[src/rtl/pipe_pkg.sv]
// pipe_pkg: shared ctrl bit indices and occupancy/state encodings for pipeline stages
package pipe_pkg;
    localparam int CTRL_WB = 0;
    localparam int CTRL_MEM = 1;
    localparam logic [1:0] OCC_EMPTY = 2'd0;
    localparam logic [1:0] OCC_ONE = 2'd1;
    localparam logic [1:0] OCC_FULL = 2'd2;
    typedef enum logic [1:0] {
        S_EMPTY = OCC_EMPTY,
        S_ONE = OCC_ONE,
        S_FULL = OCC_FULL
    } state_e;
endpackage

[src/rtl/pipe_entry_reg.sv]
// pipe_entry_reg: concatenated-payload register with sync reset and load enable
module pipe_entry_reg #(
    parameter int W = 1
) (
    input  logic         clk,
    input  logic         rst,
    input  logic         ld_i,
    input  logic [W-1:0] d_i,
    output logic [W-1:0] q_o
);
    logic [W-1:0] data_q;
    always_ff @(posedge clk) begin
        if (rst) data_q <= '0;
        else if (ld_i) data_q <= d_i;
    end
    assign q_o = data_q;
endmodule

[src/rtl/pipe_stage_skid_buff.sv]
// pipe_stage_skid_buff: valid/ready pipeline stage with 2-entry skid, registered in_ready and flush-to-bubble
module pipe_stage_skid_buff
    import pipe_pkg::*;
#(
    parameter int PC_W = 32,
    parameter int DATA_W = 16,
    parameter int REG_W = 3,
    parameter int CTRL_W = 2,
    parameter int FLAG_W = 4
) (
    input  logic              clk,
    input  logic              rst,
    input  logic              flush,
    input  logic              in_valid,
    output logic              in_ready,
    input  logic [CTRL_W-1:0] in_ctrl,
    input  logic [PC_W-1:0]   in_pc,
    input  logic [REG_W-1:0]  in_rdst,
    input  logic [DATA_W-1:0] in_alu,
    input  logic [DATA_W-1:0] in_rd1,
    input  logic [FLAG_W-1:0] in_flags,
    output logic              out_valid,
    input  logic              out_ready,
    output logic [CTRL_W-1:0] out_ctrl,
    output logic [PC_W-1:0]   out_pc,
    output logic [REG_W-1:0]  out_rdst,
    output logic [DATA_W-1:0] out_alu,
    output logic [DATA_W-1:0] out_rd1,
    output logic [FLAG_W-1:0] out_flags,
    output logic [1:0]        occupancy
);
    localparam int W = CTRL_W + PC_W + REG_W + 2 * DATA_W + FLAG_W;
    state_e state_q, state_d;
    logic in_ready_q;
    logic main_ld, skid_ld, in_fire, out_fire;
    logic [W-1:0] in_data, main_d, main_q, skid_q;
    logic [CTRL_W-1:0] main_ctrl;
    assign in_data = {in_ctrl, in_pc, in_rdst, in_alu, in_rd1, in_flags};
    assign in_fire = in_valid & in_ready_q;
    assign out_fire = out_valid & out_ready;
    // When FULL the only possible MAIN load is the skid entry moving forward
    assign main_d = (state_q == S_FULL) ? skid_q : in_data;
    always_comb begin
        state_d = state_q;
        main_ld = 1'b0;
        skid_ld = 1'b0;
        if (flush) state_d = S_EMPTY;
        else begin
            case (state_q)
                S_EMPTY: begin
                    main_ld = in_fire;
                    state_d = in_fire ? S_ONE : S_EMPTY;
                end
                S_ONE: begin
                    main_ld = in_fire & out_fire;
                    skid_ld = in_fire & ~out_fire;
                    state_d = (in_fire & ~out_fire) ? S_FULL : ((out_fire & ~in_fire) ? S_EMPTY : S_ONE);
                end
                S_FULL: begin
                    main_ld = out_fire;
                    state_d = out_fire ? S_ONE : S_FULL;
                end
                default: state_d = S_EMPTY;
            endcase
        end
    end
    always_ff @(posedge clk) begin
        if (rst) begin
            state_q <= S_EMPTY;
            in_ready_q <= 1'b0;
        end else begin
            state_q <= state_d;
            in_ready_q <= (state_d != S_FULL);
        end
    end
    pipe_entry_reg #(.W(W)) u_main (.clk(clk), .rst(rst), .ld_i(main_ld), .d_i(main_d), .q_o(main_q));
    pipe_entry_reg #(.W(W)) u_skid (.clk(clk), .rst(rst), .ld_i(skid_ld), .d_i(in_data), .q_o(skid_q));
    assign {main_ctrl, out_pc, out_rdst, out_alu, out_rd1, out_flags} = main_q;
    assign out_valid = (state_q != S_EMPTY);
    assign out_ctrl = out_valid ? main_ctrl : '0;
    assign in_ready = in_ready_q;
    assign occupancy = state_q;
endmodule

[config.mk]
export PLATFORM = sky130hd
export DESIGN_NAME = pipe_stage_skid_buff
export DESIGN_NICKNAME = d
export VERILOG_FILES = /design/src/rtl/pipe_pkg.sv /design/src/rtl/pipe_entry_reg.sv /design/src/rtl/pipe_stage_skid_buff.sv
export SDC_FILE = /design/constraint.sdc
export NUM_CORES = 1
export LEC_CHECK = 0
export CORE_UTILIZATION = 51
export DETAILED_ROUTE_END_ITERATION = 10
export GPL_ROUTABILITY_DRIVEN = 0
export GPL_TIMING_DRIVEN = 0
export PLACE_DENSITY = 0.8
export SLEW_MARGIN = 20
export SYNTH_ARGS = -nofsm -noshare
export SYNTH_HDL_FRONTEND = slang
export SYNTH_SLANG_ARGS = --single-unit
[constraint.sdc]
create_clock -name clk -period 3 [get_ports clk]
set_input_delay 0.6 -clock clk [delete_from_list [all_inputs] [get_ports clk]]
set_output_delay 0.6 -clock clk [all_outputs]
set_load 0.03 [all_outputs]
==> results of run 1 <==
## report_power, final
group / leakage, µW / internal, µW / switching, µW
clock: 0.000277 / 1210 / 818
sequential: 0.00121 / 2020 / 21.4
combinational: 0.00243 / 279 / 263
total: 0.00392 / 3510 / 1100
## worst max-delay path by stage
stage | slack (ps) | start | end | cells past startpoint
floorplan | 710 | occupancy[0] | u_skid.q_o[10] | 12
global placement | 340 | out_ready | u_skid.q_o[3] | 9
detailed placement | 270 | out_ready | u_skid.q_o[41] | 9
CTS | 10 | occupancy[0] | out_ctrl[1] | 6
global route | 0.7 | occupancy[0] | u_skid.q_o[9] | 12
finish | 260 | occupancy[1] | u_skid.q_o[41] | 11
## layout by cell type, fill, tap and decap left out, types with 17 or more instances in the layout
| cell | count |
|---|---|
| a21oi_1 | 75 |
| clkbuf_1 | 38 |
| nand2_1 | 220 |
| clkdlybuf4s50_1 | 151 |
| dfxtp_1 | 149 |
| or3b_2 | 57 |
| mux2i_1 | 73 |
| buf_4 | 72 |
| buf_2 | 25 |
| clkbuf_16 | 17 |
| or3b_1 | 17 |
| o211ai_1 | 73 |
## critical path: cells and delay by family, from the launching register on
family	cells	cell delay (ps)
adder cells (fa/ha/maj)	1	220
AND/OR/NAND/NOR	4	580
flip-flops	1	400
AO/OA/AOI/OAI	1	160
buffers and inverters	5	1290
## cell families (layout without fill, tap and decap cells)
family,Yosys count,after routing,synth area share
AO/OA/AOI/OAI,151,151,0.131
AND/OR/NAND/NOR,309,309,0.220
flip-flops,149,149,0.410
multiplexers,73,73,0.100
buffers and inverters,149,335,0.136
adder cells (fa/ha/maj),2,2,0.00344
## area by class of cell
| cell class | instances | area (µm²) | area share |
|---|---|---|---|
| multi-input cells | 535 | 3310 | 0.344 |
| flip-flops and latches | 149 | 2980 | 0.310 |
| repair buffers | 154 | 1550 | 0.161 |
| plain buffers | 145 | 976 | 0.102 |
| clock buffers | 20 | 437 | 0.0455 |
| well taps | 180 | 225 | 0.0234 |
| clock inverters | 12 | 113 | 0.0117 |
| inverters | 4 | 15.0 | 0.00156 |
## through the flow
| stage | utilization | setup WS (ps) |
|---|---|---|
| global route | 0.692 | 0.729 |
| CTS | 0.691 | 10.9 |
| floorplan | - | 705 |
| detailed placement | 0.652 | 272 |
| global placement | 0.652 | 337 |
| finish | 0.692 | 264 |
## state kept, by name (all words and copies together), names as in the netlist
| signal | count |
|---|---|
| u_skid.q_o | 73 |
| occupancy | 2 |
| in_ready | 1 |
| u_main.q_o | 73 |
## layer usage
layer	GRT usage	vias up	wire [µm]
li1	-	3124	-
met1	0.319	2879	8000
met2	0.399	150	8360
met3	0.0531	29	798
met4	0.0903	0	380
met5	0	-	0
## repair_timing
item	4_1_cts	5_1_grt
endpoints found under the setup margin	0	4
hold endpoints to repair	0	0
hold buffers	0	0
gates resized for setup	0	4
==> impl_metrics.py, run 1 <==
metrics = {
    "global_routing": {
        "overflow": 0,
        "grt_usage": 0.246,
        "grt_pass1_wl_um": 28400,
        "grt_max_degree": 17,
        "antenna_found_initial": 0,
        "grt_pass1_vias": 5857,
    },
    "floorplan": {
        "dieArea_mm2": 0.0148,
        "core_area_mm2": 0.0139,
        "rows": 43,
        "ios": 155,
        "start_util": 0.525,
        "die_y_um": 121,
        "die_w_um": 121,
    },
    "routing": {
        "ant_nets": 0,
        "route.vias.total": 6182,
        "drc": 0,
        "drt-total-wl_um": 17500,
        "firstDrtPassIters": 4,
        "routed_via_density": 5.16,
        "drt-initial-drc-count": 494,
        "post_drt_wl_per_cell_um": 14.6,
    },
    "hold_path": {
        "min_path_cells": 2,
        "hold_start": "u_skid.q_o[52]",
        "hold_class": "reg -> reg",
        "min_to": "u_skid.q_o[52]",
    },
    "clocking": {
        "clockBufferDepth": 2,
        "h-tree-depth": 4,
        "cts_tree": "built",
        "cts_made_buffers": 17,
        "post_cts_buffers": 0,
        "clk_latency_ps": 420,
        "root_buffer": "clkbuf_16",
        "clkTransAtPathRegs_ps": 60,
        "clock-sinks": 149,
    },
    "placed_design": {
        "dp.cells": 1167,
        "placed_area_mm2": 0.00905,
        "port_buffers": 154,
        "dp_hpwl_um": 11900,
    },
    "synthesis": {
        "synth.largest_area_cell": "dfxtp_1",
        "yosysWarnings": 0,
        "synth_edf_count": 0,
        "ys_ff_latch": 149,
        "syn_area_mm2": 0.00728,
        "synth.most_common_cell": "nand2_1",
        "synth_top_area_frac": 0.410,
        "synth_area_leaders": "dfxtp_1, nand2_1, mux2i_1",
        "synthTopCellsByCount": "nand2_1, dfxtp_1, a21oi_1, mux2i_1, o211ai_1",
        "synth_nets": 913,
        "postSynth.asyncResetShare": 0,
        "synthFlopType": "dfxtp_1",
        "seq_area_frac_synth": 0.410,
        "avgSynthCellArea_um2": 8.74,
        "synthCells": 833,
        "yosysUniqueCellTypes": 26,
    },
    "final_layout": {
        "fin_nets": 1086,
        "area_growth_pct": 31.9,
        "fillers": 1126,
        "post-route-cell-area_mm2": 0.00961,
        "diodes": 0,
        "stdcell_count": 1199,
        "drive_gt1_frac": 0.192,
    },
    "sta": {
        "final-setup-viol-count": 0,
        "max_slew_margin": 0.554,
        "slew_viol_final": 0,
        "fin_crit_ps": 2740,
        "rsz0062_at_grt": "false",
        "worstMarginPinSlew_ps": 669,
        "min_period_over_period": 0.912,
        "timing.fmax_ghz": 0.366,
        "hold_viol_final": 0,
        "finalSetupTns_ps": 0,
        "fin_skew_ps": 6.61,
        "worst_hold_slack_ps": 447,
    },
    "worst_setup_path": {
        "crit_arrival_ps": 3080,
        "crit_required_ps": 3340,
        "r2r_start": "occupancy[1]",
        "critPathMaxFanout": 10,
        "end_kind": "flip-flop",
        "r2r_cells": 11,
        "worst-setup-path-type": "reg -> reg",
        "start_kind": "flip-flop",
        "crit_chain": "buf_4, clkbuf_1, nor2_1, nor2b_1, inv_1, ha_1, nand4bb_1, buf_2, buf_1, nand2_1, a21oi_1",
        "r2r_setup_slack_ps": 260,
        "max_stage_delay_ps": 430,
        "r2r_end": "u_skid.q_o[41]",
        "cp_slowest_cell": "buf_1",
    },
    "pwr": {
        "power_uw": 4610,
        "power_leakage_uw": 0.00392,
        "p_per_area_mw_per_mm2": 480,
        "max-vdd-ir-drop_mv": 0.330,
    },
    "status": {
        "outcome": "complete, no violations",
    },
    "flow_run": {
        "cap_violations": 0,
    },
}
Note: power is estimated with default switching activity, not from simulation.
==> run 2, diff against run 1 <==
Settings changed: CELL_PAD_IN_SITES_DETAIL_PLACEMENT set to 1, CELL_PAD_IN_SITES_GLOBAL_PLACEMENT set to 2, CORE_UTILIZATION 51 to 30, PLACE_DENSITY 0.8 to not set, PLACE_DENSITY_LB_ADDON set to 0.1.
==> impl_metrics.py, run 2 (synthesis results as in run 1) <==
metrics = {
    "status": {
        "outcome": "complete, no violations",
    },
    "final_layout": {
        "final_common_cell": "nand2_1",
        "fin_nets": 1086,
        "area_growth_pct": 35.5,
        "drive_gt1_frac": 0.199,
        "post-route-cell-area_mm2": 0.00987,
        "diodes": 0,
        "final_cell_mix": "nand2_1, clkdlybuf4s50_1, dfxtp_1",
    },
    "hold_path": {
        "min_path_cells": 2,
        "min_to": "u_skid.q_o[53]",
        "hold_start": "u_skid.q_o[53]",
        "hold_class": "reg -> reg",
    },
    "worst_setup_path": {
        "critPathMaxFanout": 10,
        "max_stage_delay_ps": 400,
        "crit_arrival_ps": 2200,
        "r2r_end": "u_skid.q_o[51]",
        "start_kind": "flip-flop",
        "r2r_start": "occupancy[0]",
        "end_kind": "output pin",
        "r2r_cells": 12,
        "worst-setup-path-type": "reg -> out",
        "crit_required_ps": 2400,
        "crit_chain": "buf_6, buf_2, buf_2, nor2_2, nor2b_1, clkdlybuf4s15_1",
        "path_common_cell": "buf_2",
        "r2r_setup_slack_ps": 380,
        "critical_path.top_delay_family": "buffers and inverters",
        "cp_slowest_cell": "clkdlybuf4s15_1",
        "cp_num_buf_inv": 4,
    },
    "sta": {
        "finalSetupTns_ps": 0,
        "rsz0062_at_grt": "false",
        "slew_viol_final": 0,
        "timing.fmax_ghz": 0.357,
        "min_period_over_period": 0.933,
        "final-setup-viol-count": 0,
        "fin_crit_ps": 2800,
        "max_slew_margin": 0.474,
        "worstMarginPinSlew_ps": 789,
        "hold_viol_final": 0,
        "fin_skew_ps": 11.3,
    },
    "routing": {
        "ant_nets": 0,
        "wl_met3_um": 904,
        "routed_via_density": 4.59,
        "route.vias.total": 6139,
        "wl_met2_um": 9990,
        "top_layer": "met4",
        "wl_met1_um": 10400,
        "drt-total-wl_um": 21600,
        "post_drt_wl_per_cell_um": 16.1,
        "drc": 0,
        "drt-initial-drc-count": 212,
        "firstDrtPassIters": 4,
    },
    "clocking": {
        "clkTransAtPathRegs_ps": 60,
        "root_buffer": "clkbuf_16",
        "cts_tree": "built",
        "cts_made_buffers": 17,
        "clock-sinks": 149,
        "clockBufferDepth": 2,
        "h-tree-depth": 4,
        "clk_latency_ps": 430,
        "post_cts_buffers": 0,
        "holdBufCountCts": 0,
    },
    "global_routing": {
        "grt_usage": 0.181,
        "grt_pass1_wl_um": 34200,
        "antenna_found_initial": 0,
        "overflow": 0,
        "grt_pass1_vias": 6319,
        "grt_max_degree": 17,
    },
    "floorplan": {
        "core_area_mm2": 0.0236,
        "start_util": 0.308,
        "die_w_um": 158,
        "dieArea_mm2": 0.0249,
        "rows": 56,
        "die_y_um": 158,
        "ios": 155,
    },
    "placed_design": {
        "port_buffers": 154,
        "placed_area_mm2": 0.00922,
        "dp_hpwl_um": 14800,
    },
    "flow_run": {
        "cap_violations": 0,
    },
    "pwr": {
        "power_leakage_uw": 0.00392,
        "max-vdd-ir-drop_mv": 0.321,
        "p_per_area_mw_per_mm2": 504,
    },
}
## run 2: cell count changes in the layout (fill, tap and decap cells not counted), moves of 2 or more
cell	previous run	this run
clkinv_2	9	2
buf_1	3	0
bufinv_16	2	5
clkbuf_1	38	34
dlygate4sd2_1	0	2
clkbuf_2	1	7
clkinv_4	0	4
dlymetal6s2s_1	3	0
## run 2: through the flow
stage	setup slack (ps)	util	cells	total power, µW	hold slack (ps)
global placement	126	0.391	1306	2650	438
detailed placement	115	0.391	1306	2650	443
CTS	87.7	0.417	1337	5050	453
global route	12.2	0.418	1337	5180	464
floorplan	705	-	833	2380	432
finish	202	0.418	1337	4970	452
## run 2: area by class of cell
type | instances | area [µm²]
well taps | 319 | 399
repair buffers | 154 | 1540
inverters | 4 | 15.0
multi-input cells | 535 | 3310
flip-flops and latches | 149 | 2980
clock inverters | 12 | 204
fillers | 2799 | 13700
plain buffers | 145 | 983
clock buffers | 19 | 433
## run 2: worst max path at each step
stage / slack [ps] / endpoint / startpoint / cells after the start
finish: 200 / out_ctrl[0] / occupancy[0] / 6
global route: 10 / out_ctrl[0] / occupancy[0] / 6
global placement: 130 / u_skid.q_o[63] / occupancy[1] / 11
detailed placement: 120 / u_skid.q_o[55] / occupancy[0] / 12
CTS: 90 / out_ctrl[0] / occupancy[0] / 6
floorplan: 710 / u_skid.q_o[10] / occupancy[0] / 12
## run 2: per-layer routing
metal | up-vias | GRT usage
met5 | - | 0
met4 | 0 | 0.0527
met3 | 15 | 0.0375
met2 | 105 | 0.297
met1 | 2902 | 0.236
li1 | 3117 | -
## run 2: timing repair
action,CTS,global route
pin swaps,0,0
gates resized for setup,4,11
setup endpoints to repair,3,55
## run 2: power breakdown
group	switching (µW)	internal (µW)
clock network	902	1480
registers	21.1	2020
logic	276	279
total	1200	3780
## run 2: worst register-to-register path: stages (launching register included)
cell and delay (ps):
dfxtp_1 380, buf_6 170, buf_2 220, buf_2 270, nor2_2 130, nor2b_1 180
inv_1 60, ha_1 220, nand4bb_1 90, buf_2 280, clkbuf_2 300, nand2_1 90
a21oi_1 150
==> run 3, diff against run 2 <==
Settings changed: ABC_CLOCK_PERIOD_IN_PS set to 3000.
==> results of run 3 <==
The final DEF is identical to that of run 2; final timing and power are the same.
